**config.mk**
```make
export PLATFORM = sky130hd
export DESIGN_NAME = camera_controller
export DESIGN_NICKNAME = d
export VERILOG_FILES = /design/src/rtl/camera_controller.sv
export SDC_FILE = /design/constraint.sdc
export NUM_CORES = 1
export LEC_CHECK = 0
export CAP_MARGIN = 20
export CORE_ASPECT_RATIO = 1.1
export CORE_MARGIN = 2
export CORE_UTILIZATION = 60
export DETAILED_ROUTE_END_ITERATION = 12
export PLACE_DENSITY = 0.82
export SLEW_MARGIN = 20
export SYNTH_ARGS = -nofsm -noshare
export SYNTH_HDL_FRONTEND = slang
export SYNTH_SLANG_ARGS = --single-unit
```
**constraint.sdc**
```tcl
create_clock -name clk -period 4.4 [get_ports clk]
set_clock_uncertainty 0.1 [all_clocks]
set_input_delay 0.44 -clock clk [delete_from_list [all_inputs] [get_ports clk]]
set_output_delay 0.44 -clock clk [all_outputs]
set_load 0.1 [all_outputs]
```
**src/rtl/camera_controller.sv**
```systemverilog
// Capture sequencer for a 2x2 pixel-array camera.
// Adjustable exposure, then a two-row readout with ADC strobes.
module camera_controller #(
    parameter int unsigned EXP_MIN   = 2,
    parameter int unsigned EXP_MAX   = 30,
    parameter int unsigned EXP_RESET = 2,
    parameter int unsigned EXP_W     = 5
) (
    input  logic init,
    input  logic exp_increase,
    input  logic exp_decrease,
    input  logic clk,
    input  logic rst,
    output logic NRE_1,
    output logic NRE_2,
    output logic ADC,
    output logic expose,
    output logic erase
);

    localparam logic [EXP_W-1:0] MIN_C = EXP_W'(EXP_MIN);
    localparam logic [EXP_W-1:0] MAX_C = EXP_W'(EXP_MAX);
    localparam logic [EXP_W-1:0] RST_C = EXP_W'(EXP_RESET);
    localparam logic [EXP_W-1:0] ONE_C = EXP_W'(1);
    localparam logic [EXP_W-1:0] LAST_C = EXP_W'(5);

    typedef enum logic [1:0] {
        IDLE,
        EXPOSURE,
        READOUT
    } state_e;

    state_e           state_q, state_d;
    logic [EXP_W-1:0] exp_q, exp_d;
    logic [EXP_W-1:0] cnt_q, cnt_d;

    // State, exposure setting and phase counter registers
    always_ff @(posedge clk or posedge rst) begin
        if (rst) begin
            state_q <= IDLE;
            exp_q   <= RST_C;
            cnt_q   <= '0;
        end else begin
            state_q <= state_d;
            exp_q   <= exp_d;
            cnt_q   <= cnt_d;
        end
    end

    // Next-state logic and Moore output decode
    always_comb begin
        state_d = state_q;
        exp_d   = exp_q;
        cnt_d   = cnt_q;
        NRE_1   = 1'b1;
        NRE_2   = 1'b1;
        ADC     = 1'b0;
        expose  = 1'b0;
        erase   = 1'b0;
        unique case (state_q)
            IDLE: begin
                erase = 1'b1;
                if (exp_increase && !exp_decrease && exp_q < MAX_C) begin
                    exp_d = exp_q + ONE_C;
                end else if (exp_decrease && !exp_increase && exp_q > MIN_C) begin
                    exp_d = exp_q - ONE_C;
                end
                // Counter takes the setting as it stood before this edge
                if (init) begin
                    state_d = EXPOSURE;
                    cnt_d   = exp_q;
                end
            end
            EXPOSURE: begin
                expose = 1'b1;
                if (cnt_q <= ONE_C) begin
                    state_d = READOUT;
                    cnt_d   = '0;
                end else begin
                    cnt_d = cnt_q - ONE_C;
                end
            end
            READOUT: begin
                // Steps 0-2 read row 1, steps 3-5 read row 2
                if (cnt_q < EXP_W'(3)) begin
                    NRE_1 = 1'b0;
                end else begin
                    NRE_2 = 1'b0;
                end
                ADC = (cnt_q == ONE_C) || (cnt_q == EXP_W'(4));
                if (cnt_q >= LAST_C) begin
                    state_d = IDLE;
                    cnt_d   = '0;
                end else begin
                    cnt_d = cnt_q + ONE_C;
                end
            end
            default: begin
                erase   = 1'b1;
                state_d = IDLE;
                cnt_d   = '0;
            end
        endcase
    end

endmodule

```
# [Word-level counts from Yosys, hierarchy flattened]
# Index checks and enable logic that the tools add are counted.
[word_totals] regBits=12 in_bits=5 output_inout_bits=5 word_cells=48
[op_classes] n_addsub=4 order_cmp=5 eq_ne=7 n_mux=17 reduce_logical=12
[ops] cell="5-bit two-way mux" n=5
[ops] cell="5-bit case mux with 3 select lines" n=1
[ops] cell="5-bit by 1-bit adder with 5-bit output (second input constant)" n=2
[ops] cell="5-bit by 1-bit subtractor with 5-bit output (second input constant)" n=2
[ops] cell="1-bit two-way mux" n=7
[ops] cell="2-bit two-way mux" n=3
[ops] cell="2-bit != test (second input constant)" n=3
[ops] cell="2-bit case mux with 3 select lines" n=1
[ops] cell="5-bit by 1-bit == test with 1-bit output (second input constant)" n=1
[ops] cell="5-bit by 3-bit == test with 1-bit output (second input constant)" n=1
[ops] cell="5-bit by 3-bit greater-or-equal comparator with 1-bit output (second input constant)" n=1
[ops] cell="5-bit by 2-bit greater-than comparator with 1-bit output (second input constant)" n=1
[ops] cell="5-bit by 1-bit <= comparator with 1-bit output (second input constant)" n=1
[ops] cell="5-bit by 2-bit < comparator with 1-bit output (second input constant)" n=1
[ops] cell="5-bit < comparator (second input constant)" n=1
[ops] cell="1-bit logical AND" n=4
[ops] cell="3-bit AND reduction" n=1
[ops] cell="2-bit by 1-bit == test with 1-bit output (second input constant)" n=1
[ops] cell="2-bit == test (second input constant)" n=1
[ops] cell="1-bit zero test" n=2
[ops] cell="2-bit zero test" n=1
[ops] cell="2-bit AND reduction" n=1
[ops] cell="2-bit nonzero test" n=1
[ops] cell="2-bit OR reduction" n=1
[ops] cell="1-bit logical OR" n=1

# [Longest topological paths before layout]
[logic_depth] word_depth=5 depth_mapped=7 depth_no_buf=7

# [Worst setup path before layout]
# OpenSTA, ideal clock, no wires.
[synth_path] kind="flip-flop to output port" from="register state_q[0]" to="output port ADC" arrival_time_ps=2318 t_required_ps=3860 slack_ps=1542 path_stages_with_launch=5 path_cell_list="dfrtp_1 inv_1 ha_1 or3b_4 nor2_1"
[synth_via] elab_chain_len=2
[synth_rtl] element="from (decl)" line="33" source="state_e state_q, state_d;"
[synth_rtl] element="from (signal assigned)" line="44" source="state_q <= state_d;"
[synth_rtl] element="2-bit == test" line="60" source="unique case (state_q)"
[synth_rtl] element="1-bit two-way mux" line="60"
[synth_rtl] element="to (decl)" line="16" source="output logic ADC,"
# Every way passes these cells.

# [Worst setup path after layout]
# Same ends and word-level chain as after synthesis.

==> out/qor.yml <==
worst_setup_path:
  worst-endpoint-required_ps: 3860
  ff2ff_setup_slack_ps: 2200
  worst_ep_arrival_time_ps: 2630
  timing.critical_path.fanout_max: 4
  timing.critical_path.to_type: "output pin"
  r2r-end: "exp_q[4]"
  worst_setup_path_start_kind: "flop"
  worst_setup_path_startpoint: "state_q[0]"
  timing.setup.critical_path_class: "reg2out"
  worst-r2r-cell-count: 7
  setup.worst_path.end: "ADC"
  regToRegStartpoint: "exp_q[4]"
timing:
  finalWorstPathRequiredPeriod_ps: 3170
  setup_viol: 0
  max_freq_mhz: 316
  layout_setup_ws_ps: 1230
  final_hold_viol_count: 0
  grt_setup_unrepaired: "false"
  fin_setup_tns_ps: 0
  final-max-slew-violation-count: 0
  worst_pin_slew_ps: 960
  relSlewSlack_pct: 35.8
  layout_worst_path_cycle_share_pct: 72.0
synth:
  yosys_warnings: 0
  yosys.area_share.simple_pct: 18.5
  yosysTopAreaCellShare_pct: 25.9
  yosysUniqueCellTypes: 44
  synthesis.area_per_instance_um2: 10.2
  ys_top_cells_by_count: "sky130_fd_sc_hd__ha_1 (12), sky130_fd_sc_hd__dfrtp_1 (11), sky130_fd_sc_hd__inv_1 (7), sky130_fd_sc_hd__nand2_1 (7), sky130_fd_sc_hd__nor2_1 (7)"
  synth_fp_nets: 122
  yosys_register_bits: 12
  synth.top_cells.by_area: "sky130_fd_sc_hd__dfrtp_1 (26%), sky130_fd_sc_hd__ha_1 (14%), sky130_fd_sc_hd__mux2i_1 (2.8%)"
  main_combinational_cell_family_by_area_after_synthesis: "compound AO/OA/AOI/OAI gates"
  yosys.cell_count.top_type: "sky130_fd_sc_hd__ha_1"
  netlist_instances: 104
  synth-edff-count: 0
  synth-async-reset-ratio_pct: 100
  synth_largest_area_cell: "sky130_fd_sc_hd__dfrtp_1"
  synth_compound_area_share_pct: 21.2
  post_synth_mux_area_share_pct: 6.71
  post_synth_instance_area_um2: 1060
  synth_area_in_adders_pct: 16.0
  dominantRegCellSynth: "sky130_fd_sc_hd__dfrtp_1"
  xor_and_xnor_area_share_after_synthesis_pct: 4.12
  ys_seq_area_share_pct: 28.4
flow_run:
  maxCapViolations: 0
detailed_routing:
  drt_iter0_markers: 18
  ant_nets: 0
  drc_errors: 0
  route.final.wire_length_um: 2090
  post_drt_via_cell_ratio: 6.11
  post_drt_wl_per_cell_um: 15.9
  firstDrtPassIters: 4
  routed-via-count: 800
global_route:
  number_of_antenna_violations_at_the_first_check_in_global_routing: 0
  grtUsageTotal_pct: 23.5
  grt.overflow.total: 0
  grt_pass1_wl_um: 3630
  pin_count_of_the_biggest_net_entering_global_routing: 13
  first_global_vias: 821
clocking:
  max-clock-path-buffers: 2
  cts.hold.buffers_added: 0
  worst_skew_pair.late_latency_ps: 270
  cts_repair_resize_count: 0
  cts.htree.levels: 1
  path_clk_slew_ps: 80
  post_cts.repair.setup_buffers: 0
  tritoncts_clock_tree: "done"
  cts_inserted_buffers: 3
  clk_root_buffer_cell: "sky130_fd_sc_hd__clkbuf_4"
  clock_sinks: 12
worst_hold_path:
  worst_hold_path_type: "in2async"
final_layout:
  n_antenna_cell: 0
  finalNonFillerCells: 131
  syn2layout_area_growth_pct: 10.7
  fill_cells: 128
  final_layout_size_suffix_gt1_share_pct: 16.7
  finish.net_count: 133
floorplanning:
  io-pin-count: 10
  core_area_um2: 1610
  start_util_pct: 65.8
  core.rowCount: 15
  floorplan.die.width_um: 44.1
  die_area_um2: 2120
  dieHeight_um: 48.1
outcome:
  status: "finished clean"
placed_design:
  finalWeightedCongestion: 0.763
  pre_cts_worst_setup_slack_ps: 1520
  place.detailed.instances: 127
  port_buffers: 9
  hpwl_um: 1680
## flip-flops by register name (all words and copies together), names as in the netlist
| register | count |
|---|---|
| cnt_q | 5 |
| exp_q | 5 |
| state_q | 2 |
## worst min-delay path by stage
stage                         from          to  depth (start not counted)
after global routing           rst    cnt_q[4]                          2
after detailed placement  exp_q[4]    exp_q[4]                          1
after CTS                      rst  state_q[1]                          2
after global placement    exp_q[4]    exp_q[4]                          1
final                          rst    cnt_q[4]                          2
after floorplan                rst    cnt_q[0]                          1
## per-layer routing
metal	part of all wire [%]	GRT usage [%]	vias to the layer above
li1	-	-	395
met1	44	29.1	387
met2	52	44.1	14
met3	2.2	2.22	4
met4	1.2	7.27	0
met5	0	0	-
## kinds of logic after synthesis
family,after synthesis
buffers and inverters,11
flip-flops,12
multiplexers,6
AND/OR/NAND/NOR,32
AO/OA/AOI/OAI,25
XOR/XNOR,5
adder cells (fa/ha/maj),13
## layout make-up
type | count | area [um^2] | area share [%]
multi-input cells | 81 | 707 | 60.1
flip-flops and latches | 12 | 302 | 25.6
repair buffers | 9 | 90.1 | 7.66
inverters | 8 | 30.0 | 2.55
clock buffers | 4 | 26.3 | 2.23
well taps | 17 | 21.3 | 1.81
## critical path, cell delays in order (launching register included)
cell                              delay, ps
sky130_fd_sc_hd__dfrtp_1                420
sky130_fd_sc_hd__inv_1                  120
sky130_fd_sc_hd__ha_1                   190
sky130_fd_sc_hd__or3b_4                 390
sky130_fd_sc_hd__nor2_1                 110
sky130_fd_sc_hd__clkdlybuf4s50_1       1130
## cells in the final DEF, fill, tap and decap left out, types with 3 or more instances in the layout
cell type	synthesis	routed
sky130_fd_sc_hd__ha_1	12	12
sky130_fd_sc_hd__clkbuf_4	0	3
sky130_fd_sc_hd__inv_1	7	7
sky130_fd_sc_hd__nor2_1	7	7
sky130_fd_sc_hd__a21oi_1	3	3
sky130_fd_sc_hd__mux2i_1	3	3
sky130_fd_sc_hd__nand3b_1	3	3
sky130_fd_sc_hd__dfrtp_1	11	11
sky130_fd_sc_hd__a22o_1	3	3
sky130_fd_sc_hd__nand2_1	7	7
sky130_fd_sc_hd__nand3_1	3	3
sky130_fd_sc_hd__nand2b_1	4	4
sky130_fd_sc_hd__xnor2_1	3	3
sky130_fd_sc_hd__clkdlybuf4s50_1	0	9
## metrics by stage
step | cell area (um^2) | util [%] | hold WS, ps
final | 1180 | 72.9 | 370
after global routing | 1180 | 72.9 | 410
after CTS | 1180 | 72.9 | 391
after detailed placement | 1150 | 71.2 | 452
after global placement | 1150 | 71.2 | 442
after floorplan | 1060 | - | 204
Power is left out: the tool's default activity adds up to more than one toggle a clock period on the data nets, which glitch-free logic cannot reach.
